`src/rtl/rif_arb_pkg.sv`:
```
// Shared types and helpers for the register-interface arbiter.
// Imported by rif_arbiter and rr_arbiter.
package rif_arb_pkg;

    typedef enum logic [1:0] {
        IDLE,
        ISSUE,
        RESP
    } rif_arb_state_t;

    // Width of a requester index; a single requester still needs one bit.
    function automatic int unsigned idx_width(input int unsigned n);
        return (n > 1) ? $clog2(n) : 1;
    endfunction

endpackage

```
`src/rtl/rr_arbiter.sv`:
```
// Combinational round-robin picker: first set request at or above ptr, wrapping.
// The pointer itself is owned by the caller.
module rr_arbiter
    import rif_arb_pkg::*;
#(
    parameter int unsigned NUM_REQ = 2,
    localparam int unsigned IDX_W  = idx_width(NUM_REQ)
) (
    input  logic [NUM_REQ-1:0] req,
    input  logic [IDX_W-1:0]   ptr,
    output logic [NUM_REQ-1:0] gnt,
    output logic [IDX_W-1:0]   gnt_idx
);

    logic              found;
    int unsigned       pos;
    logic [IDX_W-1:0]  cand;

    always_comb begin
        gnt     = '0;
        gnt_idx = '0;
        found   = 1'b0;
        pos     = 0;
        cand    = '0;
        for (int unsigned off = 0; off < NUM_REQ; off++) begin
            pos = 32'(ptr) + off;
            if (pos >= NUM_REQ) begin
                pos = pos - NUM_REQ;
            end
            cand = IDX_W'(pos);
            if (!found && req[cand]) begin
                found     = 1'b1;
                gnt[cand] = 1'b1;
                gnt_idx   = cand;
            end
        end
    end

endmodule

```
`src/rtl/rif_arbiter.sv`:
```
// Round-robin arbiter sharing one rif target between NUM_REQ requesters.
// One access at a time: accept, single-cycle rif strobe, registered response.
module rif_arbiter
    import rif_arb_pkg::*;
#(
    parameter int unsigned NUM_REQ    = 2,
    parameter int unsigned ADDR_WIDTH = 12,
    parameter int unsigned DATA_WIDTH = 32,
    parameter int unsigned BYTE_COUNT = DATA_WIDTH / 8
) (
    input  logic                           HCLK,
    input  logic                           HRESETn,

    input  logic [NUM_REQ-1:0]             req_valid,
    output logic [NUM_REQ-1:0]             req_ready,
    input  logic [NUM_REQ-1:0]             req_write,
    input  logic [NUM_REQ*ADDR_WIDTH-1:0]  req_addr,
    input  logic [NUM_REQ*BYTE_COUNT-1:0]  req_wstrb,
    input  logic [NUM_REQ*DATA_WIDTH-1:0]  req_wdata,

    output logic [NUM_REQ-1:0]             rsp_valid,
    output logic [DATA_WIDTH-1:0]          rsp_rdata,
    output logic                           rsp_err,

    output logic [ADDR_WIDTH-1:0]          rif_addr,
    input  logic                           rif_addr_valid,
    output logic                           rif_wr_req,
    output logic                           rif_rd_req,
    output logic [BYTE_COUNT-1:0]          rif_wstrb,
    output logic [DATA_WIDTH-1:0]          rif_wdata,
    input  logic [DATA_WIDTH-1:0]          rif_rdata
);

    localparam int unsigned IDX_W = idx_width(NUM_REQ);

    typedef struct packed {
        logic [ADDR_WIDTH-1:0] addr;
        logic                  write;
        logic [BYTE_COUNT-1:0] wstrb;
        logic [DATA_WIDTH-1:0] wdata;
    } cmd_t;

    rif_arb_state_t         state_q;
    logic [IDX_W-1:0]       ptr_q;
    logic [IDX_W-1:0]       gnt_idx_q;
    cmd_t                   cmd_q;
    logic                   rif_wr_req_q;
    logic                   rif_rd_req_q;
    logic [NUM_REQ-1:0]     rsp_valid_q;
    logic [DATA_WIDTH-1:0]  rsp_rdata_q;
    logic                   rsp_err_q;

    logic [NUM_REQ-1:0]     gnt;
    logic [IDX_W-1:0]       gnt_idx;
    logic [IDX_W-1:0]       ptr_nxt;
    logic [NUM_REQ-1:0]     gnt_oh_q;
    cmd_t                   req_cmd [NUM_REQ];
    cmd_t                   sel_cmd;

    rr_arbiter #(
        .NUM_REQ (NUM_REQ)
    ) u_rr_arbiter (
        .req     (req_valid),
        .ptr     (ptr_q),
        .gnt     (gnt),
        .gnt_idx (gnt_idx)
    );

    for (genvar i = 0; i < NUM_REQ; i++) begin : g_cmd
        assign req_cmd[i] = '{
            addr:  req_addr[i*ADDR_WIDTH +: ADDR_WIDTH],
            write: req_write[i],
            wstrb: req_wstrb[i*BYTE_COUNT +: BYTE_COUNT],
            wdata: req_wdata[i*DATA_WIDTH +: DATA_WIDTH]
        };
    end

    assign sel_cmd = req_cmd[gnt_idx];
    assign ptr_nxt = (gnt_idx == IDX_W'(NUM_REQ - 1)) ? '0 : gnt_idx + IDX_W'(1);

    always_comb begin
        gnt_oh_q = '0;
        for (int unsigned i = 0; i < NUM_REQ; i++) begin
            gnt_oh_q[i] = (gnt_idx_q == IDX_W'(i));
        end
    end

    always_ff @(posedge HCLK or negedge HRESETn) begin
        if (!HRESETn) begin
            state_q      <= IDLE;
            ptr_q        <= '0;
            gnt_idx_q    <= '0;
            cmd_q        <= '0;
            rif_wr_req_q <= 1'b0;
            rif_rd_req_q <= 1'b0;
            rsp_valid_q  <= '0;
            rsp_rdata_q  <= '0;
            rsp_err_q    <= 1'b0;
        end else begin
            unique case (state_q)
                IDLE: begin
                    if (|gnt) begin
                        cmd_q        <= sel_cmd;
                        gnt_idx_q    <= gnt_idx;
                        ptr_q        <= ptr_nxt;
                        rif_wr_req_q <= sel_cmd.write;
                        rif_rd_req_q <= ~sel_cmd.write;
                        state_q      <= ISSUE;
                    end
                end
                ISSUE: begin
                    rif_wr_req_q <= 1'b0;
                    rif_rd_req_q <= 1'b0;
                    rsp_err_q    <= ~rif_addr_valid;
                    // Writes and decode misses return zero data.
                    rsp_rdata_q  <= (!cmd_q.write && rif_addr_valid) ? rif_rdata : '0;
                    rsp_valid_q  <= gnt_oh_q;
                    state_q      <= RESP;
                end
                RESP: begin
                    rsp_valid_q <= '0;
                    state_q     <= IDLE;
                end
                default: begin
                    state_q <= IDLE;
                end
            endcase
        end
    end

    // Gate with HRESETn so the combinational grant is also zero during reset.
    assign req_ready  = (state_q == IDLE && HRESETn) ? gnt : '0;
    assign rsp_valid  = rsp_valid_q;
    assign rsp_rdata  = rsp_rdata_q;
    assign rsp_err    = rsp_err_q;
    assign rif_addr   = cmd_q.addr;
    assign rif_wr_req = rif_wr_req_q;
    assign rif_rd_req = rif_rd_req_q;
    assign rif_wstrb  = rif_wr_req_q ? cmd_q.wstrb : '0;
    assign rif_wdata  = rif_wr_req_q ? cmd_q.wdata : '0;

endmodule

```
`config.mk`:
```
export PLATFORM = sky130hd
export DESIGN_NAME = rif_arbiter
export DESIGN_NICKNAME = d
export VERILOG_FILES = /design/src/rtl/rif_arb_pkg.sv /design/src/rtl/rr_arbiter.sv /design/src/rtl/rif_arbiter.sv
export SDC_FILE = /design/constraint.sdc
export NUM_CORES = 1
export LEC_CHECK = 0
export ABC_AREA = 1
export CORE_MARGIN = 3
export CORE_UTILIZATION = 43
export CTS_CLUSTER_DIAMETER = 80
export DETAILED_ROUTE_END_ITERATION = 10
export PLACE_DENSITY = 0.94
export SYNTH_ARGS = -nofsm -noshare
export SYNTH_HDL_FRONTEND = slang
export SYNTH_SLANG_ARGS = --single-unit
```
`constraint.sdc`:
```
create_clock -name HCLK -period 4 [get_ports HCLK]
set_clock_uncertainty 0.05 [all_clocks]
set_input_delay 0.8 -clock HCLK [delete_from_list [all_inputs] [get_ports HCLK]]
set_output_delay 0.8 -clock HCLK [all_outputs]
set_load 0.1 [all_outputs]
```
* Yosys cells after proc, flatten, opt, wreduce, memory -nomap -nowiden
Index checks and enable logic that the tools add are counted.
** Storage, ports and cells
- Input bits :: 135
- Logic and storage cells :: 74
- Flip-flop bits (word level) :: 90
- Output and inout bits :: 87
** Cells by class
- Muxes and demuxes :: 30
- Order comparisons :: 7
- Bitwise logic cells :: 5
- Equality and inequality tests :: 3
- Reductions and logical operators :: 13
- $add $sub $neg :: 4
** Operators with widths (count)
- $mux 49 :: 3
- $mux 32 :: 2
- $mux 1 :: 14
- $mux 2 :: 4
- $pmux 2 s2 :: 2
- $logic_and 1x1->1 :: 5
- $ge 2x2->1 const B :: 2
- $lt 1x2->1 const B :: 2
- $mux 4 :: 1
- $pmux 1 s2 :: 2
- $reduce_and 2->1 :: 2
- $reduce_bool 2->1 :: 2
- $not 1->1 :: 3
- $add 1x1->2 const B :: 1
- $demux 1 s1 :: 2
- $eq 2x1->1 const B :: 1
- $eq 2x2->1 const B :: 1
- $ge 1x1->1 const B :: 2
- $ge 1x2->1 const B :: 1
- $logic_not 1->1 :: 2
- $logic_not 2->1 :: 1
- $ne 2x2->1 const B :: 1
- $not 1->2 :: 1
- $or 2x2->2 :: 1
- 3 further kinds :: 4

* Logic depth before layout (Yosys ltp)
Gate-level depths: netlist of the first run.
- Depth in word-level cells :: 15
- Depth in mapped cells :: 8

* Hierarchy
A second synthesis of the first run with hierarchy kept.
** Unflattened totals
- Cell total of the unflattened synthesis :: 646
- Area total of the unflattened synthesis :: 4535.6 sq um
** Modules (own cells, without submodules)
- rif_arbiter :: times used 1, area an instance 4511.8 sq um, cells each 640
- rr_arbiter :: times used 1, area an instance 23.8 sq um, cells each 6

* Least setup slack after synthesis of the first run
Ideal clock, no wire load.
- Kind :: input-to-output
- Start :: input req_valid[0]
- End :: output req_ready[1]
- Arrival :: 2507 ps
- Required time :: 3150 ps
- Setup slack :: 643 ps
- Stages :: 6
- Path through :: nand2_1 nand2_1 nor2_2 buf_6 inv_1 nor2_1
** Between the ends
- Cells in the longest elaborated chain, start to end :: 7
** Ends and longest elaborated chain
- start, declared :: line rif_arbiter.sv:14 : input logic [NUM_REQ-1:0] req_valid,
- $mux 1 (not written as such) (2 in series) :: line rr_arbiter.sv:31 : if (!found && req[cand]) begin
- $mux 1 :: line rr_arbiter.sv:31
- $logic_not 1->1 :: line rr_arbiter.sv:31
- $logic_and 1x1->1 :: line rr_arbiter.sv:31
- $mux 2 * :: line rr_arbiter.sv:31
- $mux 2 * :: line rif_arbiter.sv:132 : assign req_ready = (state_q == IDLE && HRESETn) ? gnt : '0;
- end, declared :: line rif_arbiter.sv:15 : output logic [NUM_REQ-1:0] req_ready,
Mark *: on every way between the ends. The rest lies on a longest branch, timed or not. The select of a mux whose other input is x is not followed.

* Worst setup path after layout of the first run
- Start :: input req_valid[1]
- End :: output req_ready[1]
The elaborated chain is that of the path after synthesis.

==> flow_metrics.env, run 1 <==
export IMPL_p_per_area_mw_per_mm2=955
export IMPL_die_y_um=105
export IMPL_clkSinkCount=90
export IMPL_cts_root_buffer="clkbuf_8"
export IMPL_worst_pin_slew_ns=1.26
export IMPL_slew_violations=0
export IMPL_final_nets=878
export IMPL_synth_xor_area_share_pct=0
export IMPL_vias=4230
export IMPL_fmax_mhz=338
export IMPL_drc=0
export IMPL_grt_pass1_wl_um=21200
export IMPL_critPathKind="input port to primary output"
export IMPL_final_common_cell="nand2_1"
export IMPL_synthTopCellsByArea="dfrtp_1 (54%), nand2_1 (23%), nand3_1 (5.8%)"
export IMPL_muxShareOfSynthArea_pct=0
export IMPL_drive_gt1_share_pct=8.60
export IMPL_cap_violations=0
export IMPL_ys_warnings_count=0
export IMPL_gp_congestion=0.815
export IMPL_status="finished, final reports clean"
export IMPL_firstDrtPassIters=6
export IMPL_antenna_found_initial=0
export IMPL_port_buffers=221
export IMPL_final_antenna_net_count=0
export IMPL_slowest_stage="clkdlybuf4s50_1"
export IMPL_grt_start_max_net_pins=52
export IMPL_avgSynthCellArea_um2=7.73
export IMPL_setup_violations=0
export IMPL_synth_cell_types=18
export IMPL_synth_compound_area_share_pct=5.21
export IMPL_maxSlewHeadroom_pct=15.8
export IMPL_cts_buffers=9
export IMPL_grt_overflow=0
export IMPL_cts_resized=0
export IMPL_synth_top_area_share_pct=53.6
export IMPL_min_path_type="input port to async pin"
export IMPL_fillCellCount=756
export IMPL_critPathArrivalTime_ns=2.11
export IMPL_die_width_um=105
export IMPL_cp_depth=6
export IMPL_die_area_mm2=0.0110
export IMPL_syn_nets=683
export IMPL_grt_pass1_vias=4297
export IMPL_synthCells=544
export IMPL_wirelength_um=12900
export IMPL_synth_top_family_by_area="simple AND/OR/NAND/NOR gates"
export IMPL_synth_simple_gate_area_share_pct=29.9
export IMPL_cp_max_fo=4
export IMPL_timing_hold_violations_final=0
export IMPL_num_rows=35
export IMPL_crit_path_cell_trace="clkdlybuf4s50_1, nand2_1, nor2_4, inv_1, nor2_1, buf_12"
export IMPL_post_route_period_util_pct=74.0
export IMPL_core_mm2=0.00937
export IMPL_worst_path_buf_inv=3
export IMPL_antennaDiodeCount=0
export IMPL_grtUsageTotal_pct=23.5
export IMPL_synth_top_area_cell="dfrtp_1"
export IMPL_vdd_drop_max_uv=628
export IMPL_synth_seq_area_share_pct=53.6
export IMPL_final_cell_mix="nand2_1 (260), clkdlybuf4s50_1 (181), dfrtp_1 (90)"
export IMPL_multi_input_area_mm2=0.00154
export IMPL_finish_utilization_pct=69.1
export IMPL_cpPeakStageDelay_ns=0.59
export IMPL_yosys_area_share_adder_pct=1.19
export IMPL_clk_pin_slew_ns=0.10
export IMPL_drtIter0Drc=233
export IMPL_cts_tree="done"
export IMPL_areaGrowthSynthToFinish_pct=54.1
export IMPL_end_kind="primary output"
export IMPL_required_ns=3.15
export IMPL_io_pins=222
export IMPL_htree_levels=3
export IMPL_clock_path_buffers=2
export IMPL_cts_hold_buf=0
export IMPL_syn_area_mm2=0.00420
export IMPL_seq_area_mm2=0.00225
export IMPL_critPathLaunchType="input port"
export IMPL_clock_latency_ns=0.34
export IMPL_avgViaCountPerCell=4.85
export IMPL_power_mw=6.19
export IMPL_postCtsSetupBuffers=0
export IMPL_ys_seq_elements=90
export IMPL_r2r_cells=7
export IMPL_rsz0062_at_grt="false"
export IMPL_start_util_pct=44.9
export IMPL_post_route_min_period_ns=2.96
export IMPL_hpwl_um=9630
export IMPL_wl_per_cell_um=14.7
export IMPL_cpLargestDelayFamily="buffers and inverters"
export IMPL_tns_ns=0
export IMPL_p_leak_nw=3.27
==> final timing paths <==
check,start,endpoint,slack [ns]
setup / recovery,req_valid[1],req_ready[1],1.04
hold / removal,HRESETn,cmd_q[0]$_DFFE_PN0P_,0.37
setup reg to reg,state_q[1]$_DFFE_PN0P_,cmd_q[10]$_DFFE_PN0P_,2.06
hold reg to reg,gnt_idx_q$_DFFE_PN0P_,rsp_valid[0]$_DFFE_PN0P_,0.42
max in group asynchronous,HRESETn,gnt_idx_q$_DFFE_PN0P_,2.47
min in group HCLK,gnt_idx_q$_DFFE_PN0P_,rsp_valid[0]$_DFFE_PN0P_,0.42
==> cell families (layout without fill, tap and decap cells) <==
| kind of cell | Yosys count | in the layout |
|---|---|---|
| compound gates | 42 | 42 |
| fa+ha+maj | 4 | 4 |
| buf+inv | 92 | 292 |
| flops | 90 | 90 |
| simple gates | 316 | 316 |
==> power by group <==
| group | internal, mW | switching, mW | leakage (nW) | total [mW] |
|---|---|---|---|---|
| combinational | 0.913 | 3.09 | 2.03 | 4.01 |
| clock | 0.250 | 0.332 | 0.0972 | 0.582 |
| sequential | 1.33 | 0.272 | 1.15 | 1.60 |
| total | 2.49 | 3.70 | 3.27 | 6.19 |
==> state kept, by name (all words and copies together), names as in the netlist <==
name        count
state_q         2
rif_wr_req      1
rsp_err         1
ptr_q           1
gnt_idx_q       1
rsp_rdata      32
rif_addr       12
cmd_q          37
rsp_valid       2
rif_rd_req      1
==> metrics by stage <==
stage | worst slack, ns | instances | instance area, um^2 | hold WS (ns)
5_1_grt | 0.875 | 873 | 6480 | 0.400
2_1_floorplan | 0.643 | 544 | 4200 | 0.384
6_report | 1.04 | 873 | 6480 | 0.368
4_1_cts | 1.06 | 873 | 6480 | 0.384
3_3_place_gp | 1.10 | 857 | 6290 | 0.401
3_5_place_dp | 1.07 | 857 | 6290 | 0.404
==> cell type report <==
type,instances,share of cell area (%)
clock buffer,10,2.12
clock inverter,6,0.753
inverter,52,3.01
multi-input combinational,362,23.7
sequential,90,34.8
tap,129,2.49
timing repair buffer,224,33.1
==> Yosys cell counts, drive strengths merged <==
library cell	n
nand4	1
nand3	49
inv	52
ha	4
nor2	6
buf	28
o21a	1
clkbuf	12
dfrtp	90
nand2	260
a21oi	1
o22ai	2
o21ai	38
==> per-layer routing <==
metal  wire (um)  share of wire [%]  track usage (%)  vias up
met5           0                  0                0        -
met4         413                3.2             9.00        0
met3         946                7.4             4.82       29
met2        6430                 50             40.5      209
met1        5070                 39             28.8     1952
li1            -                  -                -     2040
Note: power is estimated with default switching activity, not from simulation.
==> inputs of run 2 (changes only) <==
--- a/config.mk
+++ b/config.mk
@@ -7,10 +7,10 @@
 export LEC_CHECK = 0
 export ABC_AREA = 1
 export CORE_MARGIN = 3
-export CORE_UTILIZATION = 43
+export CORE_UTILIZATION = 40
 export CTS_CLUSTER_DIAMETER = 80
 export DETAILED_ROUTE_END_ITERATION = 10
-export PLACE_DENSITY = 0.94
+export PLACE_DENSITY = 0.88
 export SYNTH_ARGS = -nofsm -noshare
 export SYNTH_HDL_FRONTEND = slang
 export SYNTH_SLANG_ARGS = --single-unit
==> constraint.sdc (replaced) <==
create_clock -name HCLK -period 2.8 [get_ports HCLK]
set_clock_uncertainty 0.05 [all_clocks]
set_input_delay 0.56 -clock HCLK [delete_from_list [all_inputs] [get_ports HCLK]]
set_output_delay 0.56 -clock HCLK [all_outputs]
set_load 0.1 [all_outputs]
==> run 2 against run 1 <==
  * Worst hold slack lost 0.11 ns
  * First-iteration DRC count rose by 8.2%
  * Sequential power up 41%
  * Sequential share of layout area decreased by 1.9 points
  * Non-clock buffer count up 2
  * Combinational power is 51% higher
  * Power up 47%
  * Via count fell by 0.17%
  * Die area rose by 7.1%
  * Largest cell class is now non-clock buffers
  * Highest routed layer unchanged
==> flow_metrics.env, run 2 (same netlist as run 1, synthesis figures left out) <==
export IMPL_hpwl_um=10000
export IMPL_grt_pass1_vias=4450
export IMPL_drive_gt1_share_pct=15.3
export IMPL_cap_violations=0
export IMPL_status="finished, final reports clean"
export IMPL_place_ws_ns=0.390
export IMPL_die_width_um=109
export IMPL_cp_max_fo=4
export IMPL_rsz0062_at_grt="false"
export IMPL_whs_ns=0.259
export IMPL_cts_buffers=9
export IMPL_grtUsageMet1_pct=25.5
export IMPL_crit_path_cell_trace="clkdlybuf4s50_1, nand2_1, nor2_4, inv_1, nor2_2, buf_12"
export IMPL_slowest_stage="clkdlybuf4s50_1"
export IMPL_largest_reg_flops=37
export IMPL_antennaDiodeCount=0
export IMPL_reg2reg_from="state_q[0]$_DFFE_PN0P_"
export IMPL_critPathArrivalTime_ns=1.77
export IMPL_die_y_um=109
export IMPL_power_mw=9.11
export IMPL_start_util_pct=42.0
export IMPL_cts_root_buffer="clkbuf_8"
export IMPL_wirelength_um=13300
export IMPL_wl_per_cell_um=15.1
export IMPL_final_antenna_net_count=0
export IMPL_post_route_min_period_ns=2.38
export IMPL_num_rows=36
export IMPL_r2r_cells=7
export IMPL_die_area_mm2=0.0118
export IMPL_r2r_end="rif_addr[2]$_DFFE_PN0P_"
export IMPL_drtIter0Drc=252
export IMPL_clock_latency_ns=0.33
export IMPL_setup_violations=0
export IMPL_final_cell_mix="nand2_1 (260), clkdlybuf4s50_1 (133), dfrtp_1 (90)"
export IMPL_firstDrtPassIters=5
export IMPL_areaGrowthSynthToFinish_pct=63.1
export IMPL_final_nets=880
export IMPL_critPathKind="input port to primary output"
export IMPL_final_common_cell="nand2_1"
export IMPL_regMostFlops="cmd_q"
export IMPL_grt_pass1_wl_um=21000
export IMPL_gp_congestion=0.726
export IMPL_maxSlewHeadroom_pct=36.0
export IMPL_core_mm2=0.0100
export IMPL_cpPeakStageDelay_ns=0.58
export IMPL_slew_violations=0
export IMPL_htree_levels=3
export IMPL_port_buffers=221
export IMPL_avgViaCountPerCell=4.80
export IMPL_busiest_layer="met2"
export IMPL_worst_pin_slew_ns=0.958
export IMPL_cts_hold_buf=0
export IMPL_final_cells=879
export IMPL_timing_hold_violations_final=0
export IMPL_grtUsageTotal_pct=22.7
export IMPL_required_ns=2.19
export IMPL_rrSetupSlack_ns=0.82
export IMPL_end_kind="primary output"
export IMPL_fmax_mhz=420
export IMPL_vias=4223
export IMPL_clkSinkCount=90
export IMPL_post_route_period_util_pct=85.0
export IMPL_cts_tree="done"
export IMPL_tns_ns=0
export IMPL_grt_start_max_net_pins=52
export IMPL_critPathLaunchType="input port"
export IMPL_fin_ws_ns=0.421
export IMPL_grtUsageMet3_pct=6.45
export IMPL_cts_resized=0
export IMPL_io_pins=222
export IMPL_placed_cells=863
export IMPL_p_per_area_mw_per_mm2=1330
export IMPL_drc=0
export IMPL_clock_path_buffers=2
export IMPL_clk_pin_slew_ns=0.09
export IMPL_vdd_drop_max_uv=916
export IMPL_gr_usage_met2_pct=40.8
export IMPL_antenna_found_initial=0
export IMPL_min_path_type="input port to async pin"
export IMPL_postCtsSetupBuffers=0
export IMPL_grt_overflow=0
export IMPL_p_leak_nw=3.46
-- run 2: changes by cell type in the layout (fill, tap and decap cells not counted), sizes merged --
| cell | before | now |
|---|---|---|
| buf | 43 | 93 |
| clkdlybuf4s50 | 181 | 133 |
| clkinv | 4 | 1 |
| clkinvlp | 0 | 3 |
| clkbuf | 10 | 12 |
| inv | 54 | 52 |
-- run 2: power by group --
group,leakage (nW),total (mW),internal [mW],switching (mW)
registers,1.15,2.25,1.90,0.350
logic,2.23,6.07,1.53,4.53
clock network,0.0786,0.794,0.347,0.448
-- run 2: layout make-up --
cell class | count | area, um^2
fillers | 794 | 3140
repair buffers | 226 | 2530
flip-flops and latches | 90 | 2250
multi-input cells | 362 | 1540
inverters | 52 | 195
well taps | 133 | 166
clock buffers | 12 | 145
clock inverters | 4 | 27.5
-- run 2: how the worst max path moves through the flow --
stage,from,to,cells past startpoint
6_report,req_valid[1],req_ready[1],6
5_1_grt,state_q[1]$_DFFE_PN0P_,req_ready[0],7
4_1_cts,req_valid[1],req_ready[1],6
3_5_place_dp,req_valid[1],rif_addr[2]$_DFFE_PN0P_,6
3_3_place_gp,req_valid[1],req_ready[1],6
2_1_floorplan,rif_wr_req$_DFFE_PN0P_,rif_wdata[0],4
-- run 2: per-layer routing --
layer,up-vias,wire length [um]
met4,0,346
met5,-,0
met1,1990,4970
met2,161,6780
met3,30,1160
li1,2042,-
-- run 2: stage by stage --
step / area, um^2 / util (%)
CTS: 6860 / 68.6
floorplan: 4210 / -
global placement: 6690 / 66.9
finish: 6860 / 68.6
global route: 6860 / 68.6
detailed placement: 6690 / 66.9
-- run 2: critical path, delay by kind of cell --
| kind | cells | cell delay, ns |
|---|---|---|
| AND/OR/NAND/NOR | 3 | 0.38 |
| buffers and inverters | 3 | 0.83 |
